--- config.mk ---
export PLATFORM = sky130hd
export DESIGN_NAME = pipeline_stage_chain
export DESIGN_NICKNAME = d
export VERILOG_FILES = /design/src/rtl/pipeline_stage_chain.sv
export SDC_FILE = /design/constraint.sdc
export NUM_CORES = 1
export LEC_CHECK = 0
export CORE_MARGIN = 2
export CORE_UTILIZATION = 30
export CTS_CLUSTER_DIAMETER = 200
export DETAILED_ROUTE_END_ITERATION = 7
export PLACE_DENSITY = 0.55
export SETUP_SLACK_MARGIN = 0.5
export SLEW_MARGIN = 20
export SYNTH_ARGS = -nofsm -noshare
export SYNTH_HDL_FRONTEND = slang
export SYNTH_SLANG_ARGS = --single-unit
--- constraint.sdc ---
create_clock -name CLK -period 3.3 [get_ports CLK]
set_clock_uncertainty 0.05 [all_clocks]
set_input_delay 0.66 -clock CLK [delete_from_list [all_inputs] [get_ports CLK]]
set_output_delay 0.66 -clock CLK [all_outputs]
set_load 0.05 [all_outputs]
--- src/rtl/pipeline_stage_chain.sv ---
// DEPTH-stage valid/payload chain with central stall, bubble and flush resolution; entry latency DEPTH-1 edges plus one per hold cycle.
// Backpressure: any downstream stall freezes every upstream stage and drops in_ready; PIPE_HALT_EN adds a halt sideband that stops intake.
module pipeline_stage_chain #(
  parameter int DEPTH        = 4,
  parameter int WIDTH        = 32,
  parameter int BUBBLE_STAGE = 1,
  parameter int CNT_W        = 32
) (
  input  logic                       CLK,
  input  logic                       RST,
  input  logic                       in_valid,
  input  logic [WIDTH-1:0]           in_data,
  output logic                       in_ready,
  input  logic [DEPTH-1:0]           stage_stall,
  input  logic                       bubble_req,
  input  logic [DEPTH-1:0]           flush,
  output logic [DEPTH-1:0]           stage_valid,
  output logic [DEPTH*WIDTH-1:0]     stage_data,
  output logic                       out_valid,
  output logic                       retire,
  output logic [CNT_W-1:0]           retire_count,
`ifdef PIPE_HALT_EN
  input  logic                       halt_in,
  output logic                       halted,
`endif
  output logic [$clog2(DEPTH+1)-1:0] occupancy
);

  localparam int OCC_W = $clog2(DEPTH+1);

  logic [DEPTH-1:0] valid_q;
  logic [WIDTH-1:0] data_q [DEPTH];
  logic [DEPTH-1:0] hold;
  logic [DEPTH-1:0] kill;
  logic [DEPTH-1:0] src_valid;
  logic [WIDTH-1:0] src_data [DEPTH];
  logic             intake_open;

`ifdef PIPE_HALT_EN
  logic [DEPTH-1:0] halt_q;
  logic [DEPTH-1:0] src_halt;
  logic             halted_q;
  assign intake_open = !halted_q;
  assign halted      = halted_q;
`else
  assign intake_open = 1'b1;
`endif

  // A stall anywhere downstream freezes this stage; bubble_req freezes stages above the bubble slot.
  always_comb begin
    hold = '0;
    kill = '0;
    for (int i = 0; i < DEPTH; i++) begin
      hold[i] = (|(stage_stall >> i)) || (bubble_req && (i < BUBBLE_STAGE));
    end
    for (int i = 1; i < DEPTH; i++) begin
      kill[i] = hold[i-1] || (bubble_req && (i == BUBBLE_STAGE));
    end
  end

  always_comb begin
    src_valid   = '0;
    src_valid[0] = in_valid && intake_open;
    src_data[0] = src_valid[0] ? in_data : '0;
`ifdef PIPE_HALT_EN
    src_halt    = '0;
    src_halt[0] = src_valid[0] && halt_in;
`endif
    for (int i = 1; i < DEPTH; i++) begin
      src_valid[i] = valid_q[i-1];
      src_data[i]  = data_q[i-1];
`ifdef PIPE_HALT_EN
      src_halt[i]  = halt_q[i-1];
`endif
    end
  end

  // Flush acts on the destination register, so it beats hold and never affects what moves downstream.
  always_ff @(posedge CLK) begin
    for (int i = 0; i < DEPTH; i++) begin
      if (RST || flush[i] || (!hold[i] && kill[i])) begin
        valid_q[i] <= 1'b0;
        data_q[i]  <= '0;
`ifdef PIPE_HALT_EN
        halt_q[i]  <= 1'b0;
`endif
      end else if (!hold[i]) begin
        valid_q[i] <= src_valid[i];
        data_q[i]  <= src_data[i];
`ifdef PIPE_HALT_EN
        halt_q[i]  <= src_halt[i];
`endif
      end
    end
  end

  assign retire = valid_q[DEPTH-1] && !stage_stall[DEPTH-1] && !flush[DEPTH-1] && !RST;

  always_ff @(posedge CLK) begin
    if (RST) begin
      retire_count <= '0;
    end else if (retire && (retire_count != {CNT_W{1'b1}})) begin
      retire_count <= retire_count + CNT_W'(1);
    end
  end

`ifdef PIPE_HALT_EN
  always_ff @(posedge CLK) begin
    if (RST) begin
      halted_q <= 1'b0;
    end else if (retire && halt_q[DEPTH-1]) begin
      halted_q <= 1'b1;
    end
  end
`endif

  assign in_ready    = !hold[0] && !RST && intake_open;
  assign stage_valid = valid_q;
  assign out_valid   = valid_q[DEPTH-1];

  always_comb begin
    stage_data = '0;
    occupancy  = '0;
    for (int i = 0; i < DEPTH; i++) begin
      stage_data[i*WIDTH +: WIDTH] = data_q[i];
      occupancy = occupancy + OCC_W'(valid_q[i]);
    end
  end

endmodule
==> flow_summary.ini <==
[clock_network]
h-tree-depth = 4
post_cts_buffers = 0
clk_path_buf_depth = 2
cts_tree = done
numCtsBuffers = 17
cts.sinks = 164
insertion_delay_ns = 0.42
cts_root_buffer = clkbuf_16
clk_pin_slew_ns = 0.06

[critical_path]
cpPeakStageDelay_ns = 0.41
cp_slowest_cell = clkdlybuf4s50_1
crit_required_ns = 2.59
rr_startpoint = retire_count[0]
start_kind = input pin
arrival_ns = 2.04
reg2reg_to = retire_count[19]
path_common_cell = or3_4
reg2reg_setup_slack_ns = 0.76
crit_cells = 5
reg2reg_depth = 7
crit_fanout = 2
critical_path_buf_inv_count = 2
critical_path.top_delay_family = simple AND/OR/NAND/NOR gates
path_class = input pin to output port
crit_end = in_ready
crit_path_end_kind = output port
path_cells = clkdlybuf4s50_1 -> or3_4 -> or3_4 -> nor2_4 -> buf_12
startpoint = stage_stall[1]

[route]
drtIter0Drc = 249
first_pass_iters = 4
via_per_inst = 4.585
drc = 0
num_vias = 4686
wl_per_cell_um = 16.69
ant_nets = 0
finalWirelength_um = 17060

[power]
p_leak_nw = 3.670
ir_worst_vdd_uv = 336.0
power_density_mw_per_mm2 = 495.6

[floorplanning]
fp.dieH_um = 152.9
dieArea_mm2 = 0.02337
fp.dieW_um = 152.9
core_area_mm2 = 0.02176
pin_count = 214
initial_core_util_pct = 30.56
rows = 54

[synthesis]
synthMuxAreaShare_pct = 0.3199
synth-seq-area-share_pct = 68.65
synthesis.area_mm2 = 0.006649
synthAdderAreaFrac_pct = 0.8656
syn_nets = 554
syn_area_per_cell_um2 = 13.14
yosys_warnings = 0
synth-compound-area-share_pct = 5.250
yosysMostFrequentCell = edfxtp_1
synthFlopType = edfxtp_1
synth_top_cell_by_area = edfxtp_1
ys_async_sr_fraction_pct = 0
synth-xor-area-share_pct = 0.9221
yosys.area_share.simple_pct = 21.79
ys_types = 46
synth_top_family_by_area = simple AND/OR/NAND/NOR gates
synth_edf_count = 128
netlist_instances = 506
ys_ff_latch = 164
yosysTopAreaCellShare_pct = 57.81
synth_area_leaders = edfxtp_1, dfxtp_1, and2_1
synth_common_cells = edfxtp_1, and2_1, dfxtp_1

[grt]
antenna_found_initial = 0
grt_pass1_vias = 4707
busiest_layer = met2
grt_pass1_wl_um = 26880
grt.met1_usage_pct = 18.83
grt_max_degree = 40
grt_util_met2_pct = 24.71
grtUsageTotal_pct = 14.78
grt_overflow = 0
use_met3_pct = 3.941

[placement]
port_buffers = 213
dp_hpwl_um = 13160
gp_congestion = 0.8135
dpl.cell_count = 990

[sta]
rsz0062_at_grt = yes
finalCriticalPeriod_ns = 2.752
worstMarginPinSlew_ns = 0.9887
fin_crit_sh_pct = 83.39
finalSetupTns_ns = 0
max-slew-margin-rel_pct = 33.58
finalSetupViolCount = 0
finalHoldViolCount = 0
final_max_slew_viol_count = 0
max_freq_mhz = 363.4

[finish]
final_util_pct = 45.14
fin_nets = 777
area_delta_synth_final_pct = 47.70
stdcell_count = 1022
n_antenna_cell = 0
drive_above_1_share_pct = 9.704

[worst_hold_path]
hp-class = flip-flop to flip-flop

[run]
cap_violations = 0

[status]
status = finished, final reports clean
registers in the layout, summed over array words and instances, names as in the netlist:
| name | count |
|---|---|
| data_q | 128 |
| stage_valid | 4 |
| retire_count | 32 |
worst min path at each step:
stage / startpoint / end / depth (start not counted)
after floorplan: stage_valid[1] / stage_valid[2] / 2
after global placement: retire_count[29] / retire_count[29] / 2
after detailed placement: retire_count[29] / retire_count[29] / 2
after CTS: stage_valid[2] / stage_valid[2] / 2
after global routing: stage_valid[2] / stage_valid[3] / 2
final: stage_valid[2] / stage_valid[3] / 2
cell usage in the layout, fill, tap and decap left out, drive strengths merged, types with 2 or more instances in the layout:
cell type | netlist | routed
and3 | 35 | 35
o21ai | 13 | 13
clkinv | 1 | 5
edfxtp | 128 | 128
dlygate4sd2 | 0 | 2
nor3 | 9 | 9
clkbuf | 20 | 18
o41ai | 2 | 2
a31oi | 2 | 2
clkdlybuf4s50 | 0 | 206
clkinvlp | 0 | 2
o211ai | 4 | 4
dfxtp | 36 | 36
bufinv | 0 | 2
o2111ai | 2 | 2
nor4 | 4 | 4
xor2 | 3 | 3
a211oi | 2 | 2
o31ai | 8 | 8
xnor2 | 4 | 4
and2 | 97 | 97
o311ai | 3 | 3
and4 | 5 | 5
or4 | 11 | 11
nand2 | 22 | 22
nand4 | 8 | 8
or3 | 13 | 13
ha | 3 | 3
buf | 3 | 19
a21oi | 18 | 18
inv | 10 | 16
nor2 | 17 | 17
or2 | 2 | 2
nand3 | 13 | 13
routing by layer:
metal	vias to the layer above	share of wire [%]
met5	-	0
met4	0	1.7
met3	18	4.7
met2	139	50
met1	2224	44
li1	2305	-
kinds of logic after synthesis:
group / Yosys count
AND/OR/NAND/NOR: 239
flip-flops: 164
AO/OA/AOI/OAI: 56
XOR/XNOR: 7
buffers and inverters: 34
multiplexers: 2
adder cells (fa/ha/maj): 4
worst min-delay path, stage by stage (launching register included):
cell and delay (ns):
dfxtp_1 0.34, nand2_1 0.06, o21ai_0 0.06
what timing repair did:
item | CTS | global route
hold endpoints to repair | 0 | 0
endpoints found under the setup margin | 4 | 3
gates cloned | 0 | 0
pin swaps | 1 | 0
gates resized for setup | 20 | 7
hold buffers | 0 | 0
where the power goes:
group | total [W] | internal, W | switching (W)
Clock | 0.00199 | 0.00114 | 0.000849
Combinational | 0.000546 | 0.000178 | 0.000368
Sequential | 0.00233 | 0.00229 | 0.0000382
Total | 0.00487 | 0.00361 | 0.00125
stage by stage:
| stage | power (W) | hold WS (ns) | instance area [µm²] | worst slack (ns) |
|---|---|---|---|---|
| floorplan | 0.002682 | 0.6455 | 6651 | 0.5248 |
| global placement | 0.002926 | 0.4328 | 9199 | 0.2025 |
| detailed placement | 0.002929 | 0.4589 | 9199 | 0.1585 |
| CTS | 0.004923 | 0.4683 | 9802 | 0.4510 |
| global route | 0.005028 | 0.4805 | 9821 | 0.4926 |
| finish | 0.004867 | 0.4572 | 9821 | 0.5481 |
final cells by class:
type	count	area, µm²
clock buffer	18	429.2
clock inverter	14	170.2
fill	2024	11940
inverter	11	46.29
multi-input combinational	308	1994
sequential	164	4568
tap	280	350.3
timing repair buffer	227	2262
Note: power is estimated with default switching activity, not from simulation.
==> RTL change, RTL diff (config.mk and constraints unchanged) <==
`DEPTH`: 4 -> 2.
--- a/src/rtl/pipeline_stage_chain.sv
+++ b/src/rtl/pipeline_stage_chain.sv
@@ -1,7 +1,7 @@
 // DEPTH-stage valid/payload chain with central stall, bubble and flush resolution; entry latency DEPTH-1 edges plus one per hold cycle.
 // Backpressure: any downstream stall freezes every upstream stage and drops in_ready; PIPE_HALT_EN adds a halt sideband that stops intake.
 module pipeline_stage_chain #(
-  parameter int DEPTH        = 4,
+  parameter int DEPTH        = 2,
   parameter int WIDTH        = 32,
   parameter int BUBBLE_STAGE = 1,
   parameter int CNT_W        = 32
Ports: changed (5 resized); port bits go from 214 to 143. The function was not compared with the original's and may differ.
==> RTL change against the original RTL <==
Area after synthesis shrank 37%; design area fell by 38%; sequential cell count fell by 66; critical path depth fell by 1; wire length fell by 34%; setup slack improved by 0.0026 ns; power shrank 45%; hold slack improved by 0.0044 ns; register-to-register slack gained 0.05 ns; count of clock-buffer cells in the layout is 9 lower; synthesized cell count shrank 30%; maximum frequency about the same; clock power decreased by 49%.
==> RTL change: results (changes against the original RTL) <==
- Worst skew pair latency: 0.34 ns (-0.08 ns)
- Status: completed
- Router iterations before antenna repair: 5 (+1)
- Share of cells above drive strength 1: 8.00% (-1.7 points)
- Async S/R FF share, synth: 0% (unchanged)
- EDFF count, synth: 64 (-50%)
- Clock root cell: clkbuf_16
- Nets: 538 (-31%)
- Syn nets: 396 (-29%)
- Top cells by count, synth: 64 x edfxtp_1, 36 x and3_1, 34 x dfxtp_1
- VDD IR-drop max: 0.000180 V (-46%)
- Vias in the first global route: 3134 (-33%)
- GRT Total Usage: 15.4% (+0.62 points)
- Measured slew at the worst slew-check pin: 1.10 ns (+0.115 ns)
- GRT overflow: 0 (unchanged)
- Crit path largest cell delay: 0.62 ns (+0.21 ns)
- Initial antenna violation count: 0 (unchanged)
- CTS buffer count: 9 (-8)
- Drt initial violations: 298 (+20%)
- Final Max Slew Viols: 0 (unchanged)
- Register area share after synthesis: 62.4% (-6.3 points)
- Max FFs per register: 64 (-50%)
- Unique masters post-synth: 44 (-4.3%)
- Slowest-stage cell, CP: or4b_4
- Detail-routed via count per cell: 4.93 (+7.5%)
- Global-route wire length before repair: 17200 um (-36%)
- Synth warn: 0 (unchanged)
- DRC Markers: 0 (unchanged)
- Gp weighted congestion: 0.800 (-1.6%)
- Depth of the most critical reg-to-reg path: 5 (-2)
- Detailed placement HPWL: 8100 um (-38%)
- # port buffers: 142 (-33%)
- Highest fanout seen on the critical path: 9 (+7)
- Antenna Cells: 0 (unchanged)
- Largest net degree at the start of global routing: 36 (-10%)
- Fillers: 1273 (-37%)
- Routed WL: 11200 um (-34%)
- Ranking of synthesized cells by area: edfxtp_1 46%, dfxtp_1 16%, and3_1 5.4%
- H-tree levels: 3 (-1)
- Arr. time, crit path: 2.04 ns (about the same)
- Leakage: 2.22 nW (-40%)
-- RTL change: cell types whose count changed in the layout (fill, tap and decap cells not counted), moves of 4 or more --
cell             delta
inv_1               -6
o31ai_1             -6
clkbuf_16           -8
or4_1               -8
buf_4               -4
or3_4               -4
nand2_1             -6
o211ai_1            -4
and2_1             -65
clkdlybuf4s50_1    -66
edfxtp_1           -64
or3_1               +8
-- RTL change: cells by family (layout without fill, tap and decap cells) --
kind of cell | Yosys count | after routing | share of synthesized area, %
simple gates | 166 | 166 | 23.6
flops | 98 | 98 | 62.3
compound gates | 55 | 55 | 8.75
buf+inv | 25 | 171 | 3.00
xor+xnor | 7 | 7 | 1.47
fa+ha+maj | 2 | 2 | 0.599
mux | 1 | 1 | 0.270
-- RTL change: path summary, 6_finish.rpt --
path / from / to / slack, ns
hold reg to reg: retire_count[15] / retire_count[15] / 0.46
hold / removal: retire_count[15] / retire_count[15] / 0.46
setup reg to reg: retire_count[27] / retire_count[3] / 0.81
setup / recovery: RST / retire / 0.55
-- RTL change: what timing repair did --
| action | 4_1_cts | 5_1_grt |
|---|---|---|
| hold endpoints to repair | 0 | 0 |
| resized for setup | 1 | 1 |
| setup endpoints to repair | 1 | 5 |
| setup buffers | 0 | 2 |
| pin swaps | 0 | 1 |
-- RTL change: report_power, final --
part	internal, W	switching [W]	leakage, nW
Sequential	0.00134	0.0000147	1.00
Clock	0.000577	0.000436	0.133
Combinational	0.000113	0.000203	1.08
-- RTL change: area by class of cell --
type,instances,share of cell area [%]
flip-flops and latches,98,42.6
repair buffers,151,24.7
multi-input cells,231,23.9
clock buffers,9,3.69
well taps,180,3.69
clock inverters,6,0.963
inverters,5,0.389
-- RTL change: layer usage --
metal,wire [um],share of wire (%),track usage (%)
met3,681,6.1,3.18
met5,0,0,0
met1,5010,45,19.9
met2,5270,47,24.5
met4,264,2.4,7.69
-- RTL change: per-stage QoR --
step	cell area, um^2	setup WS, ns	cells	util, %	power [W]
2_1_floorplan	4170	0.722	354	-	0.00156
3_3_place_gp	5800	0.268	663	42.3	0.00170
3_5_place_dp	5800	0.196	663	42.3	0.00170
4_1_cts	6090	0.530	678	44.4	0.00272
5_1_grt	6110	0.498	680	44.5	0.00279
6_report	6110	0.551	680	44.5	0.00269
-- RTL change: critical path: cells and delay by family --
kind | cells | cell delay, ns
buf+inv | 3 | 0.75
simple gates | 1 | 0.62
